===== src/rtl/cv32e40p_debug_req_ctrl.sv =====
// cv32e40p_debug_req_ctrl
// Arbitrates halt requests from N_REQ debug requesters onto the single core
// debug request line and sequences each halt / resume handshake, with
// per-phase timeouts so a silent core can never lock the arbiter.
//
// Build option: define DBG_REQ_FIXED_PRIO_EN to replace the round-robin
// arbiter by a fixed-priority one (lowest index wins, no RR pointer).
// Ports and cycle timing are identical in both builds.

module cv32e40p_debug_req_ctrl #(
  parameter int N_REQ          = 2,
  parameter int HALT_TIMEOUT   = 64,
  parameter int RESUME_TIMEOUT = 64
) (
  input  logic             clk_i,
  input  logic             debug_havereset_o,
  input  logic [N_REQ-1:0] req_valid_i,
  input  logic [N_REQ-1:0] release_i,
  output logic [N_REQ-1:0] req_ack_o,
  output logic [N_REQ-1:0] owner_o,
  output logic             debug_req_o,
  input  logic             debug_halted_i,
  input  logic             debug_running_i,
  output logic             timeout_o,
  output logic             busy_o
);

  localparam int MAX_TO = (HALT_TIMEOUT > RESUME_TIMEOUT) ? HALT_TIMEOUT : RESUME_TIMEOUT;
  localparam int CNT_W  = $clog2(MAX_TO + 1);

  localparam logic [CNT_W-1:0] HALT_LAST   = CNT_W'(HALT_TIMEOUT - 1);
  localparam logic [CNT_W-1:0] RESUME_LAST = CNT_W'(RESUME_TIMEOUT - 1);
  localparam logic [CNT_W-1:0] CNT_MAX     = CNT_W'(MAX_TO);

  typedef enum logic [1:0] {
    ST_IDLE   = 2'd0,
    ST_REQ    = 2'd1,
    ST_HALTED = 2'd2,
    ST_RESUME = 2'd3
  } state_e;

  state_e           state_q, state_d;
  logic [CNT_W-1:0] cnt_q, cnt_d;
  logic [N_REQ-1:0] owner_q, owner_d;
  logic [N_REQ-1:0] req_ack_q, req_ack_d;
  logic             debug_req_q, debug_req_d;
  logic             timeout_q, timeout_d;
  logic             busy_q, busy_d;

  logic [N_REQ-1:0] grant_oh_s;
  logic             any_req_s;
  logic             owner_release_s;
  logic             halt_to_s;
  logic             resume_to_s;

  assign any_req_s       = |req_valid_i;
  assign owner_release_s = |(release_i & owner_q);

`ifdef DBG_REQ_FIXED_PRIO_EN

  // Fixed-priority grant: the lowest-index active requester wins.
  always_comb begin
    logic found;
    grant_oh_s = '0;
    found      = 1'b0;
    for (int i = 0; i < N_REQ; i++) begin
      if (!found && req_valid_i[i]) begin
        grant_oh_s[i] = 1'b1;
        found         = 1'b1;
      end else begin
        found = found;
      end
    end
  end

`else

  localparam int IDX_W = (N_REQ > 1) ? $clog2(N_REQ) : 1;

  logic [IDX_W-1:0] rr_q, rr_d;
  logic [IDX_W-1:0] grant_idx_s;

  // Round-robin grant: scan requesters starting at the RR pointer.
  always_comb begin
    logic found;
    int   idx;
    grant_oh_s  = '0;
    grant_idx_s = '0;
    found       = 1'b0;
    idx         = 0;
    for (int i = 0; i < N_REQ; i++) begin
      idx = int'(rr_q) + i;
      if (idx >= N_REQ) begin
        idx = idx - N_REQ;
      end else begin
        idx = idx;
      end
      if (!found && req_valid_i[IDX_W'(idx)]) begin
        grant_oh_s[IDX_W'(idx)] = 1'b1;
        grant_idx_s             = IDX_W'(idx);
        found                   = 1'b1;
      end else begin
        found = found;
      end
    end
  end

  // RR pointer moves past the winner only when a grant is actually issued.
  always_comb begin
    rr_d = rr_q;
    if ((state_q == ST_IDLE) && any_req_s) begin
      if (grant_idx_s == IDX_W'(N_REQ - 1)) begin
        rr_d = '0;
      end else begin
        rr_d = grant_idx_s + IDX_W'(1);
      end
    end else begin
      rr_d = rr_q;
    end
  end

  // RR pointer register.
  always_ff @(posedge clk_i or negedge debug_havereset_o) begin
    if (!debug_havereset_o) begin
      rr_q <= '0;
    end else begin
      rr_q <= rr_d;
    end
  end

`endif

  // State, counter and registered-output flops; reset aborts any phase at once.
  always_ff @(posedge clk_i or negedge debug_havereset_o) begin
    if (!debug_havereset_o) begin
      state_q     <= ST_IDLE;
      cnt_q       <= '0;
      owner_q     <= '0;
      req_ack_q   <= '0;
      debug_req_q <= 1'b0;
      timeout_q   <= 1'b0;
      busy_q      <= 1'b0;
    end else begin
      state_q     <= state_d;
      cnt_q       <= cnt_d;
      owner_q     <= owner_d;
      req_ack_q   <= req_ack_d;
      debug_req_q <= debug_req_d;
      timeout_q   <= timeout_d;
      busy_q      <= busy_d;
    end
  end

  // Next-state logic; core responses take precedence over a coincident timeout.
  always_comb begin
    state_d     = state_q;
    halt_to_s   = 1'b0;
    resume_to_s = 1'b0;
    case (state_q)
      ST_IDLE: begin
        if (any_req_s) begin
          state_d = ST_REQ;
        end else begin
          state_d = ST_IDLE;
        end
      end
      ST_REQ: begin
        if (debug_halted_i) begin
          state_d = ST_HALTED;
        end else if (cnt_q == HALT_LAST) begin
          state_d   = ST_IDLE;
          halt_to_s = 1'b1;
        end else begin
          state_d = ST_REQ;
        end
      end
      ST_HALTED: begin
        if (owner_release_s) begin
          state_d = ST_RESUME;
        end else if (debug_running_i && !debug_halted_i) begin
          state_d = ST_IDLE;
        end else begin
          state_d = ST_HALTED;
        end
      end
      ST_RESUME: begin
        if (debug_running_i) begin
          state_d = ST_IDLE;
        end else if (cnt_q == RESUME_LAST) begin
          state_d     = ST_IDLE;
          resume_to_s = 1'b1;
        end else begin
          state_d = ST_RESUME;
        end
      end
      default: begin
        state_d = ST_IDLE;
      end
    endcase
  end

  // Next values of the phase counter and all registered outputs.
  always_comb begin
    cnt_d       = cnt_q;
    owner_d     = owner_q;
    req_ack_d   = '0;
    debug_req_d = (state_d == ST_REQ);
    busy_d      = (state_d != ST_IDLE);
    timeout_d   = halt_to_s | resume_to_s;

    // Counter restarts on every state entry and saturates instead of wrapping.
    if ((state_d != state_q) || (state_q == ST_IDLE)) begin
      cnt_d = '0;
    end else if (cnt_q == CNT_MAX) begin
      cnt_d = cnt_q;
    end else begin
      cnt_d = cnt_q + CNT_W'(1);
    end

    if (state_d == ST_IDLE) begin
      owner_d = '0;
    end else if (state_q == ST_IDLE) begin
      owner_d = grant_oh_s;
    end else begin
      owner_d = owner_q;
    end

    if ((state_q == ST_REQ) && (state_d == ST_HALTED)) begin
      req_ack_d = owner_q;
    end else begin
      req_ack_d = '0;
    end
  end

  assign owner_o     = owner_q;
  assign req_ack_o   = req_ack_q;
  assign debug_req_o = debug_req_q;
  assign timeout_o   = timeout_q;
  assign busy_o      = busy_q;

endmodule

===== config.mk =====
export PLATFORM = sky130hd
export DESIGN_NAME = cv32e40p_debug_req_ctrl
export DESIGN_NICKNAME = d
export VERILOG_FILES = /design/src/rtl/cv32e40p_debug_req_ctrl.sv
export SDC_FILE = /design/constraint.sdc
export NUM_CORES = 1
export LEC_CHECK = 0
export BUFFER_PORTS_ARGS = -buffer_cell sky130_fd_sc_hd__buf_2
export CAP_MARGIN = 10
export CORE_MARGIN = 10
export CORE_UTILIZATION = 40
export DETAILED_ROUTE_END_ITERATION = 7
export GPL_TIMING_DRIVEN = 0
export MAX_ROUTING_LAYER = met4
export PLACE_DENSITY = 0.64
export SYNTH_ARGS = -nofsm -noshare
export SYNTH_HDL_FRONTEND = slang
export SYNTH_SLANG_ARGS = --single-unit
export TNS_END_PERCENT = 50

===== constraint.sdc =====
create_clock -name clk_i -period 4.5 [get_ports clk_i]
set_clock_uncertainty 0.15 [all_clocks]
set_input_delay 0.9 -clock clk_i [delete_from_list [all_inputs] [get_ports clk_i]]
set_output_delay 0.9 -clock clk_i [all_outputs]
set_load 0.01 [all_outputs]

==> summary.md, run 1 <==
| Metric | Value |
|---|---|
| Worst vdd ir | `between 200 and 300 µV` |
| Area fraction of the dominant cell type after synthesis | `between 40% and 50%` |
| Critical Path Sink Type | `primary output` |
| Via count | `between 600 and 700` |
| Part of the power in combinational logic | `between 40% and 50%` |
| TritonCTS Buffers | `3` |
| Worst r2r src | `cnt_q[0]` |
| Leading area contributor after synthesis | `dfrtp_1` |
| Drt wl/cell | `around 12 µm` |
| HP Start | `rr_q` |
| Final #Nets | `between 100 and 150` |
| Hold WC Path Type | `flop to flop` |
| Asr flop ratio synth | `100%` |
| Commonest cells after routing, fill and taps aside | `dfrtp_1, buf_2, nand2_1, nor2_1` |
| Final Hold Viols | `0` |
| Die area | `~4300 µm²` |
| H-tree depth | `1` |
| Crit path kind | `flop to primary output` |
| Setup TNS | `0 ns` |
| Hold EP | `rr_q` |
| Pleak | `between 0.5 and 0.6 nW` |
| Detailed-route DRC error count | `0` |
| First-pass DRT Iterations | `3` |
| Hold buffers post-CTS | `0` |
| Area growth from synthesis to layout | `15.9%` |
| Initial core utilization | `approximately 42%` |
| IO Port Bufs | `12` |
| CTS tree | `done` |
| Dpl hpwl | `1130 µm` |
| Top post-synthesis cells by area | `dfrtp_1, nand2_1, nor2_1, xnor2_1, ha_1` |
| Post-synthesis sequential area ratio | `47.5%` |
| Number of setup violations in the final report | `0` |
| GRT Util Overall | `under 10%` |
| Reg2reg setup slack | `between 2 and 3 ns` |
| Layout cell share with drive strength beyond 1 | `between 30% and 40%` |
| Primary FF master, synth | `dfrtp_1` |
| CP max-delay cell | `dfrtp_1` |
| Synth Cell Area | `~840 µm²` |
| Clock Power Share | `18.6%` |
| Number of diodes | `0` |
| Final Max Slew Viols | `0` |
| Run status | `completed` |
| Number of max-cap violations | `0` |
| Worst-path clk slew | `~0.10 ns` |
| Layout Utilization | `49.2%` |
| Synth Warn # | `0` |
| Worst endpoint required time | `approximately 3.5 ns` |
| DR iter-0 viols | `17` |
| Reg-to-Reg End | `owner_o[0]` |
| IO Pins | `15` |
| Die X-Extent | `roughly 66 µm` |
| Crit-path max cell delay | `approximately 0.42 ns` |
| Final Cycle Share | `between 40% and 50%` |
| Max Fanout on Critical Path | `4` |
| Hold Crit Depth | `1` |
| Post-CTS Setup Repair Bufs | `0` |
| CP Cell Sequence | `buf_2` |
| Avg Inst Size Synth | `~11 µm²` |
| Most common cell after layout, fill and taps aside | `dfrtp_1` |
| Switching Fraction | `between 30% and 40%` |
| Worst Setup Slack, final | `approximately 2.6 ns` |
| Vias per inst | `4.94` |
| Cell Rows | `16` |
| Grt total ovfl | `0` |
| CP Data Arrival Time | `around 0.86 ns` |
| Largest net degree at the start of global routing | `17` |
| CP Buf/Inv Count | `1` |
| First-pass GRT wire length | `roughly 2600 µm` |
| Worst Setup Start Kind | `flop` |
| Final Critical Period | `about 1.9 ns` |
| ANT nets after route | `0` |
| Die height | `roughly 66 µm` |
| Sequential Power Share | `between 30% and 40%` |
| Worst r2r path cells | `5` |
| Post-synth EDFFs | `0` |
| Final wirelength | `approximately 1500 µm` |
| Vias in the first global route | `between 600 and 700` |
| Core Area | `about 2000 µm²` |
| Clock Tree Root | `clkbuf_4` |
| Clock tree buffer depth | `2` |
| RSZ-0062 raised after global routing | `false` |
| Pwr Density | `around 530 nW/µm²` |
| GPL Wtd Cong | `roughly 0.73` |
| Clk Latency, worst-skew pair | `roughly 0.28 ns` |
| Worst slack at placement | `between 2 and 2.5 ns` |
| Distinct cells, synth | `34` |
| P_sw | `about 0.00018 W` |
| Post-cts sizing count | `0` |
| Synth Register Bits | `16` |
| Cell family with most CP delay | `flip-flops` |
| Peak Freq | `approximately 520 MHz` |
| Initial antenna violation count | `0` |
| Internal power | `0.000331 W` |
| Cell count after synthesis | `78` |
| # clock sinks | `16` |
## power by group through the flow
stage | registers [W] | clock network (W) | logic, W
2_1_floorplan | 0.000204 | 0 | 0.000165
3_3_place_gp | 0.000199 | 0 | 0.000217
3_5_place_dp | 0.000201 | 0 | 0.000221
4_1_cts | 0.000198 | 0.000101 | 0.000225
5_1_grt | 0.000201 | 0.000106 | 0.000249
6_report | 0.000198 | 0.0000960 | 0.000221
## Yosys cell counts (all sizes together), types with 2 or more instances
master,count
dfrtp,16
nand2,9
nor2,9
a21oi,3
and3,3
buf,3
nand3,3
xnor2,3
ha,2
inv,2
mux2i,2
o21a,2
xor2,2
## registers in the layout (all words and copies together), names as in the netlist
signal       cells
busy_o           1
req_ack_o        2
owner_o          1
timeout_o        1
cnt_q            7
state_q          2
rr_q             1
debug_req_o      1
## layer usage
metal	global-route usage, %	share of wire [%]
met4	5.61	0.92
met3	2.03	3.8
met1	8.98	48
met5	-	0
met2	11.8	47
## cells by family after synthesis
family / after synthesis / synth area share (%)
AO/OA/AOI/OAI: 14 / 14.6
XOR/XNOR: 5 / 5.20
adder cells (fa/ha/maj): 2 / 2.97
buffers and inverters: 5 / 4.01
flip-flops: 16 / 47.5
multiplexers: 2 / 2.38
other: 1 / 0.445
AND/OR/NAND/NOR: 33 / 22.9
## per-stage QoR
step / cell area, µm² / instances / hold WS, ns / power [W]
2_1_floorplan: 846 / 79 / 0.299 / 0.000370
3_3_place_gp: 940 / 118 / 0.316 / 0.000416
3_5_place_dp: 940 / 118 / 0.318 / 0.000422
4_1_cts: 976 / 122 / 0.334 / 0.000524
5_1_grt: 976 / 122 / 0.359 / 0.000556
6_report: 976 / 122 / 0.333 / 0.000515
## final cells by class
type	count	area, µm²
well taps	27	33.8
inverters	2	7.51
fillers	177	1010
clock buffers	4	36.3
multi-input cells	58	412
plain buffers	3	26.3
repair buffers	12	60.1
flip-flops and latches	16	400
## how the worst max path moves through the flow
stage	start	to	slack (ns)	cells past startpoint
global placement	debug_running_i	owner_o[0]	2.42	5
global route	owner_o[0]	owner_o[0]	2.55	1
detailed placement	debug_running_i	owner_o[0]	2.39	5
finish	owner_o[0]	owner_o[0]	2.59	1
CTS	owner_o[0]	owner_o[0]	2.57	1
floorplan	debug_running_i	cnt_q[0]	2.62	4
No activity file was read; power rests on OpenSTA's default activity.
==> inputs of run 2 (changes only) <==
--- a/config.mk
+++ b/config.mk
@@ -5,6 +5,7 @@
 export SDC_FILE = /design/constraint.sdc
 export NUM_CORES = 1
 export LEC_CHECK = 0
+export ABC_AREA = 1
 export BUFFER_PORTS_ARGS = -buffer_cell sky130_fd_sc_hd__buf_2
 export CAP_MARGIN = 10
 export CORE_MARGIN = 10
@@ -12,7 +13,7 @@
 export DETAILED_ROUTE_END_ITERATION = 7
 export GPL_TIMING_DRIVEN = 0
 export MAX_ROUTING_LAYER = met4
-export PLACE_DENSITY = 0.64
+export PLACE_DENSITY = 0.67
 export SYNTH_ARGS = -nofsm -noshare
 export SYNTH_HDL_FRONTEND = slang
 export SYNTH_SLANG_ARGS = --single-unit
==> constraint.sdc (replaced) <==
create_clock -name clk_i -period 1.7 [get_ports clk_i]
set_clock_uncertainty 0.15 [all_clocks]
set_input_delay 0.34 -clock clk_i [delete_from_list [all_inputs] [get_ports clk_i]]
set_output_delay 0.34 -clock clk_i [all_outputs]
set_load 0.01 [all_outputs]
==> run 2 against run 1 <==
  * Area after synthesis increased by 1.0%
  * Non-clock buffer count stayed put
  * Worst hold slack worse by 0.14 ns
  * Largest cell class unchanged
  * Largest power group unchanged
  * Highest routed layer unchanged
==> summary.md, run 2 <==
| Metric | Value |
|---|---|
| Number of diodes | `0` |
| Die area | `approximately 4400 µm²` |
| Largest net degree at the start of global routing | `17` |
| Leading area contributor after synthesis | `dfrtp_1` |
| Post-synth EDFFs | `0` |
| TritonCTS Buffers | `3` |
| Hold Crit Depth | `4` |
| Area fraction of the dominant cell type after synthesis | `between 40% and 50%` |
| Final #Nets | `roughly 130` |
| # clock sinks | `16` |
| Worst Setup Slack, final | `0.0729 ns` |
| Number of max-cap violations | `0` |
| Asr flop ratio synth | `100%` |
| GPL Wtd Cong | `between 0.7 and 0.8` |
| Via count | `~640` |
| Hold WC Path Type | `input port to flop` |
| Initial antenna violation count | `0` |
| Layout cell share with drive strength beyond 1 | `~37%` |
| Fin Hold WS | `~0.19 ns` |
| Dpl hpwl | `1170 µm` |
| Worst endpoint required time | `1.77 ns` |
| H-tree depth | `1` |
| Worst vdd ir | `around 1000 µV` |
| Register bank with the most flops | `cnt_q` |
| Vias per inst | `between 4 and 5` |
| Vias in the first global route | `626` |
| Pleak | `between 0.5 and 0.6 nW` |
| Final Hold Viols | `0` |
| Setup TNS | `0 ns` |
| Clk Latency, worst-skew pair | `0.28 ns` |
| Drt wl/cell | `approximately 10 µm` |
| Grt total ovfl | `0` |
| Clock Tree Root | `clkbuf_4` |
| Synth Warn # | `0` |
| Worst Setup Start Kind | `flop` |
| Most common cell after layout, fill and taps aside | `dfrtp_1` |
| Synth Register Bits | `16` |
| Peak Freq | `615 MHz` |
| Filler cells | `approximately 200` |
| Pwr Density | `1410 nW/µm²` |
| Commonest cells in the netlist | `nand2_1, dfrtp_1, inv_1` |
| Clock tree buffer depth | `2` |
| Placed cell area | `between 900 and 1000 µm²` |
| Reg-to-Reg End | `cnt_q[4]` |
| Commonest cells after routing, fill and taps aside | `dfrtp_1, nand2_1, inv_1` |
| Crit-path max cell delay | `about 0.42 ns` |
| Final Cycle Share | `~96%` |
| Synth Cell Area | `around 850 µm²` |
| Worst r2r src | `cnt_q[1]` |
| Crit path kind | `flop to flop` |
| IO Port Bufs | `12` |
| GRT Util Overall | `between 7 and 8%` |
| Worst slack at placement | `-0.00672 ns` |
| Hold EP | `timeout_o` |
| Distinct cells, synth | `21` |
| CP Cell Sequence | `ha_4 > inv_4 > nor2_4 > nand2_2 > nand2_2 > nand2_4 > nand2_2 > nand2_2 > nor2_4 > nand2_4 > nor2_2` |
| Cell Rows | `16` |
| Avg Inst Size Synth | `between 8 and 9 µm²` |
| Die X-Extent | `between 60 and 70 µm` |
| Cell count after synthesis | `about 100` |
| Post-synthesis sequential area ratio | `a little under half` |
| First-pass GRT wire length | `2620 µm` |
| Cell family with most CP delay | `simple AND/OR/NAND/NOR gates` |
| Multi-input logic area | `around 410 µm²` |
| Post-route design area | `between 1000 and 1500 µm²` |
| Run status | `completed` |
| Core Area | `2000 µm²` |
| Tot Pwr | `0.00144 W` |
| Final wirelength | `1510 µm` |
| Initial core utilization | `roughly 43%` |
| DR iter-0 viols | `5` |
| Worst-path clk slew | `0.09 ns` |
| HP Start | `debug_running_i` |
| Reg area | `around 400 µm²` |
| Worst r2r path cells | `11` |
| CTS tree | `done` |
| CP Buf/Inv Count | `1` |
| Most used cell, CP | `nand2_2` |
| Die height | `approximately 66 µm` |
| CP max-delay cell | `dfrtp_1` |
| CP Data Arrival Time | `1.70 ns` |
| ANT nets after route | `0` |
| IO Pins | `15` |
| Count leader, synth | `nand2_1` |
| Max Fanout on Critical Path | `7` |
| Final Max Slew Viols | `0` |
| Detailed-route DRC error count | `0` |
| First-pass DRT Iterations | `4` |
| Critical Path Start | `cnt_q[1]` |
| Area growth from synthesis to layout | `20.7%` |
| Number of setup violations in the final report | `0` |
| RSZ-0062 raised after global routing | `true` |
| Max FFs per register | `7` |
| Top post-synthesis cells by area | `dfrtp_1, nand2_1, nor2_2, inv_1, nand2_2` |
| Critical Path Sink Type | `flop` |
| Final Critical Period | `~1.6 ns` |
| Reg2reg setup slack | `0.07 ns` |
| Primary FF master, synth | `dfrtp_1` |
## run 2: cell count changes in the layout (fill, tap and decap cells not counted), sizes merged, moves of 3 or more
cell / before / now
inv: 2 / 17
o21ai: 1 / 6
nand2: 9 / 26
nor2: 9 / 18
and3: 3 / 0
## run 2: worst max-delay path by stage
| stage | to | cells past startpoint |
|---|---|---|
| after floorplan | cnt_q[4] | 10 |
| after global placement | cnt_q[0] | 11 |
| after detailed placement | cnt_q[0] | 11 |
| after CTS | cnt_q[0] | 11 |
| after global routing | cnt_q[2] | 11 |
| final | cnt_q[4] | 11 |
## run 2: per-stage QoR
stage / util (%) / cells
CTS: 50.3 / 146
floorplan: - / 102
detailed placement: 47.4 / 141
finish: 51.3 / 147
global placement: 47.4 / 141
global route: 51.3 / 147
## run 2: worst register-to-register path, stage by stage (launching register included)
cell	delay (ns)
dfrtp_1	0.42
ha_4	0.17
inv_4	0.03
nor2_4	0.12
nand2_2	0.10
nand2_2	0.09
nand2_4	0.07
nand2_2	0.07
nand2_2	0.06
nor2_4	0.10
nand2_4	0.10
nor2_2	0.09
## run 2: kinds of logic after synthesis
group / after synthesis / share of synthesized area, %
AND/OR/NAND/NOR: 50 / 30.3
buffers and inverters: 18 / 8.68
flip-flops: 16 / 47.1
AO/OA/AOI/OAI: 9 / 5.44
XOR/XNOR: 5 / 5.15
adder cells (fa/ha/maj): 2 / 2.94
other: 1 / 0.441
## run 2: power by group
group	switching (W)	total [W]	leakage, nW	internal, W
combinational	0.000434	0.000655	0.285	0.000221
sequential	0.0000708	0.000543	0.209	0.000472
clock	0.000116	0.000246	0.0210	0.000130
## run 2: area by class of cell
cell class	instances	share of cell area, %
plain buffers	1	0.731
clock buffers	4	3.53
inverters	17	6.46
multi-input cells	68	39.5
flip-flops and latches	16	39.0
well taps	27	3.29
repair buffers	14	7.55
## run 2: metal layers
metal  vias to the layer above  part of all wire [%]  track usage (%)
li1                        342                     -                -
met1                       284                    42             8.16
met2                        13                    50             12.4
met3                         4                   6.5             3.56
met4                         0                   1.5             2.36
met5                         -                     0                -
## run 2: timing repair
| action | in CTS | in global routing |
|---|---|---|
| hold buffers | 1 | 0 |
| gates cloned | 0 | 0 |
| resized for setup | 2 | 4 |
| setup buffers | 0 | 1 |
| pin swaps | 0 | 3 |
| endpoints found under the setup margin | 7 | 8 |
| hold endpoints to repair | 16 | 0 |
==> inputs of run 3 (changes only) <==
--- a/config.mk
+++ b/config.mk
@@ -5,7 +5,7 @@
 export SDC_FILE = /design/constraint.sdc
 export NUM_CORES = 1
 export LEC_CHECK = 0
-export ABC_AREA = 1
+export ABC_AREA = 0
 export BUFFER_PORTS_ARGS = -buffer_cell sky130_fd_sc_hd__buf_2
 export CAP_MARGIN = 10
 export CORE_MARGIN = 10
@@ -13,7 +13,7 @@
 export DETAILED_ROUTE_END_ITERATION = 7
 export GPL_TIMING_DRIVEN = 0
 export MAX_ROUTING_LAYER = met4
-export PLACE_DENSITY = 0.67
+export PLACE_DENSITY = 0.64
 export SYNTH_ARGS = -nofsm -noshare
 export SYNTH_HDL_FRONTEND = slang
 export SYNTH_SLANG_ARGS = --single-unit
==> constraint.sdc (replaced) <==
create_clock -name clk_i -period 1.8 [get_ports clk_i]
set_clock_uncertainty 0.15 [all_clocks]
set_input_delay 0.36 -clock clk_i [delete_from_list [all_inputs] [get_ports clk_i]]
set_output_delay 0.36 -clock clk_i [all_outputs]
set_load 0.01 [all_outputs]
==> run 3 against run 2 <==
  * Sequential share of layout area up 0.73 points
  * Count of clock-buffer cells in the layout is the same
  * Sequential power decreased by 8.7%
  * Via count fell by 2.6%
==> summary.md, run 3 (synthesized netlist as in run 1, its figures left out) <==
| Metric | Value |
|---|---|
| Run status | `completed` |
| Clk Latency, worst-skew pair | `between 0.2 and 0.3 ns` |
| # clock sinks | `16` |
| Reg-to-Reg End | `owner_o[0]` |
| Cell family with most CP delay | `compound AO/OA/AOI/OAI gates` |
| TritonCTS Buffers | `3` |
| First-pass GRT wire length | `2650 µm` |
| Worst-path clk slew | `approximately 0.10 ns` |
| Clock tree buffer depth | `2` |
| Worst Setup Slack, final | `~0.089 ns` |
| Peak Freq | `roughly 600 MHz` |
| Final Cycle Share | `between 90 and 100%` |
| Initial antenna violation count | `0` |
| Worst endpoint required time | `roughly 1.8 ns` |
| CP max-delay cell | `dfrtp_1` |
| Crit path kind | `flop to flop` |
| Pwr Density | `~1300 nW/µm²` |
| Grt total ovfl | `0` |
| H-tree depth | `1` |
| Worst slack at placement | `a little under 0.08 ns` |
| Layout cell share with drive strength beyond 1 | `a little under a third` |
| Die area | `~4300 µm²` |
| CP Data Arrival Time | `~1.7 ns` |
| Most common cell after layout, fill and taps aside | `dfrtp_1` |
| IO Port Bufs | `12` |
| Worst vdd ir | `approximately 730 µV` |
| GPL Wtd Cong | `around 0.73` |
| End point of the critical path | `owner_o[0]` |
| DR iter-0 viols | `15` |
| Pleak | `0.521 nW` |
| Die X-Extent | `65.9 µm` |
| Commonest cells after routing, fill and taps aside | `dfrtp_1, buf_2, nand2_1, nor2_1` |
| Final Critical Period | `1.71 ns` |
| Vias per inst | `roughly 5` |
| Setup TNS | `0 ns` |
| Initial core utilization | `a little over two fifths` |
| Number of setup violations in the final report | `0` |
| Vias in the first global route | `about 630` |
| Max Fanout on Critical Path | `5` |
| Final wirelength | `1610 µm` |
| Crit-path max cell delay | `approximately 0.40 ns` |
| Final #Nets | `between 100 and 150` |
| Clock Tree Root | `clkbuf_4` |
| Drt wl/cell | `~13 µm` |
| Worst r2r src | `cnt_q[1]` |
| Number of max-cap violations | `0` |
| Cell Rows | `16` |
| GRT Util Overall | `~8.0%` |
| Core Area | `between 1500 and 2000 µm²` |
| CTS tree | `done` |
| Max FFs per register | `7` |
| Final Hold Viols | `0` |
| Hold WC Path Type | `input port to flop` |
| Area growth from synthesis to layout | `19.8%` |
| Largest net degree at the start of global routing | `17` |
| Dpl hpwl | `roughly 1100 µm` |
| RSZ-0062 raised after global routing | `false` |
| CP Buf/Inv Count | `0` |
| ANT nets after route | `0` |
| Reg2reg setup slack | `about 0.089 ns` |
| First-pass DRT Iterations | `4` |
| Worst r2r path cells | `5` |
| Via count | `about 630` |
| Detailed-route DRC error count | `0` |
| IO Pins | `15` |
| Final Max Slew Viols | `0` |
| Register bank with the most flops | `cnt_q` |
| Number of diodes | `0` |
| Critical Path Sink Type | `flop` |
| Filler cells | `between 150 and 200` |
| Worst Setup Start Kind | `flop` |
| Worst path depth | `5` |
| Critical Path Start | `cnt_q[1]` |
| Die height | `about 66 µm` |
| CP Cell Sequence | `ha_1 > and3_4 > nand4b_4 > o32ai_4 > a22oi_1` |
==> run 3: cell types whose count changed in the layout (fill, tap and decap cells not counted), moves of 4 or more <==
cell	change
nor2_2	-9
nand2_2	-9
o21ai_0	-4
inv_1	-12
nand2_1	-6
==> run 3: how the worst min path moves through the flow <==
stage | start | depth (start not counted) | slack (ns) | end
6_report | req_valid_i[0] | 2 | 0.13 | rr_q
5_1_grt | req_valid_i[0] | 2 | 0.13 | rr_q
4_1_cts | req_valid_i[0] | 2 | 0.11 | rr_q
3_5_place_dp | debug_havereset_o | 1 | 0.14 | cnt_q[3]
3_3_place_gp | debug_havereset_o | 1 | 0.14 | cnt_q[3]
2_1_floorplan | debug_havereset_o | 0 | -0.09 | busy_o
==> run 3: power by group <==
part | internal, W | switching, W | total [W]
combinational | 0.000282 | 0.000314 | 0.000596
sequential | 0.000445 | 0.0000505 | 0.000496
clock | 0.000123 | 0.000118 | 0.000241
total | 0.000850 | 0.000483 | 0.00133
==> run 3: repair_timing <==
item | CTS | global route
resized for setup | 0 | 2
endpoints found under the setup margin | 0 | 2
setup buffers | 0 | 1
endpoints found under the hold margin | 16 | 0
hold buffers | 1 | 0
==> run 3: stage by stage <==
step / utilization, % / power [W] / std cells / hold WS [ns] / area (µm²)
after floorplan: - / 0.000924 / 79 / -0.0856 / 846
after global placement: 47.4 / 0.00104 / 118 / 0.143 / 940
after detailed placement: 47.4 / 0.00105 / 118 / 0.140 / 940
after CTS: 49.7 / 0.00131 / 123 / 0.115 / 986
after global routing: 50.9 / 0.00144 / 124 / 0.132 / 1010
final: 50.9 / 0.00133 / 124 / 0.125 / 1010
==> run 3: area by class of cell <==
class / instances / area (µm²) / share of cell area [%]
multi-input combinational: 58 / 427 / 42.3
sequential: 16 / 400 / 39.7
timing repair buffer: 14 / 77.6 / 7.69
clock buffer: 4 / 36.3 / 3.60
tap: 27 / 33.8 / 3.35
buffer: 3 / 26.3 / 2.61
inverter: 2 / 7.51 / 0.744
==> run 3: per-layer routing <==
metal / GRT usage (%) / wire length [µm] / up-vias / part of all wire [%]
li1: - / - / 304 / -
met1: 8.98 / 720 / 307 / 45
met2: 11.8 / 798 / 13 / 50
met3: 2.20 / 76 / 2 / 4.7
met4: 5.61 / 14 / 0 / 0.87
met5: - / 0 / - / 0
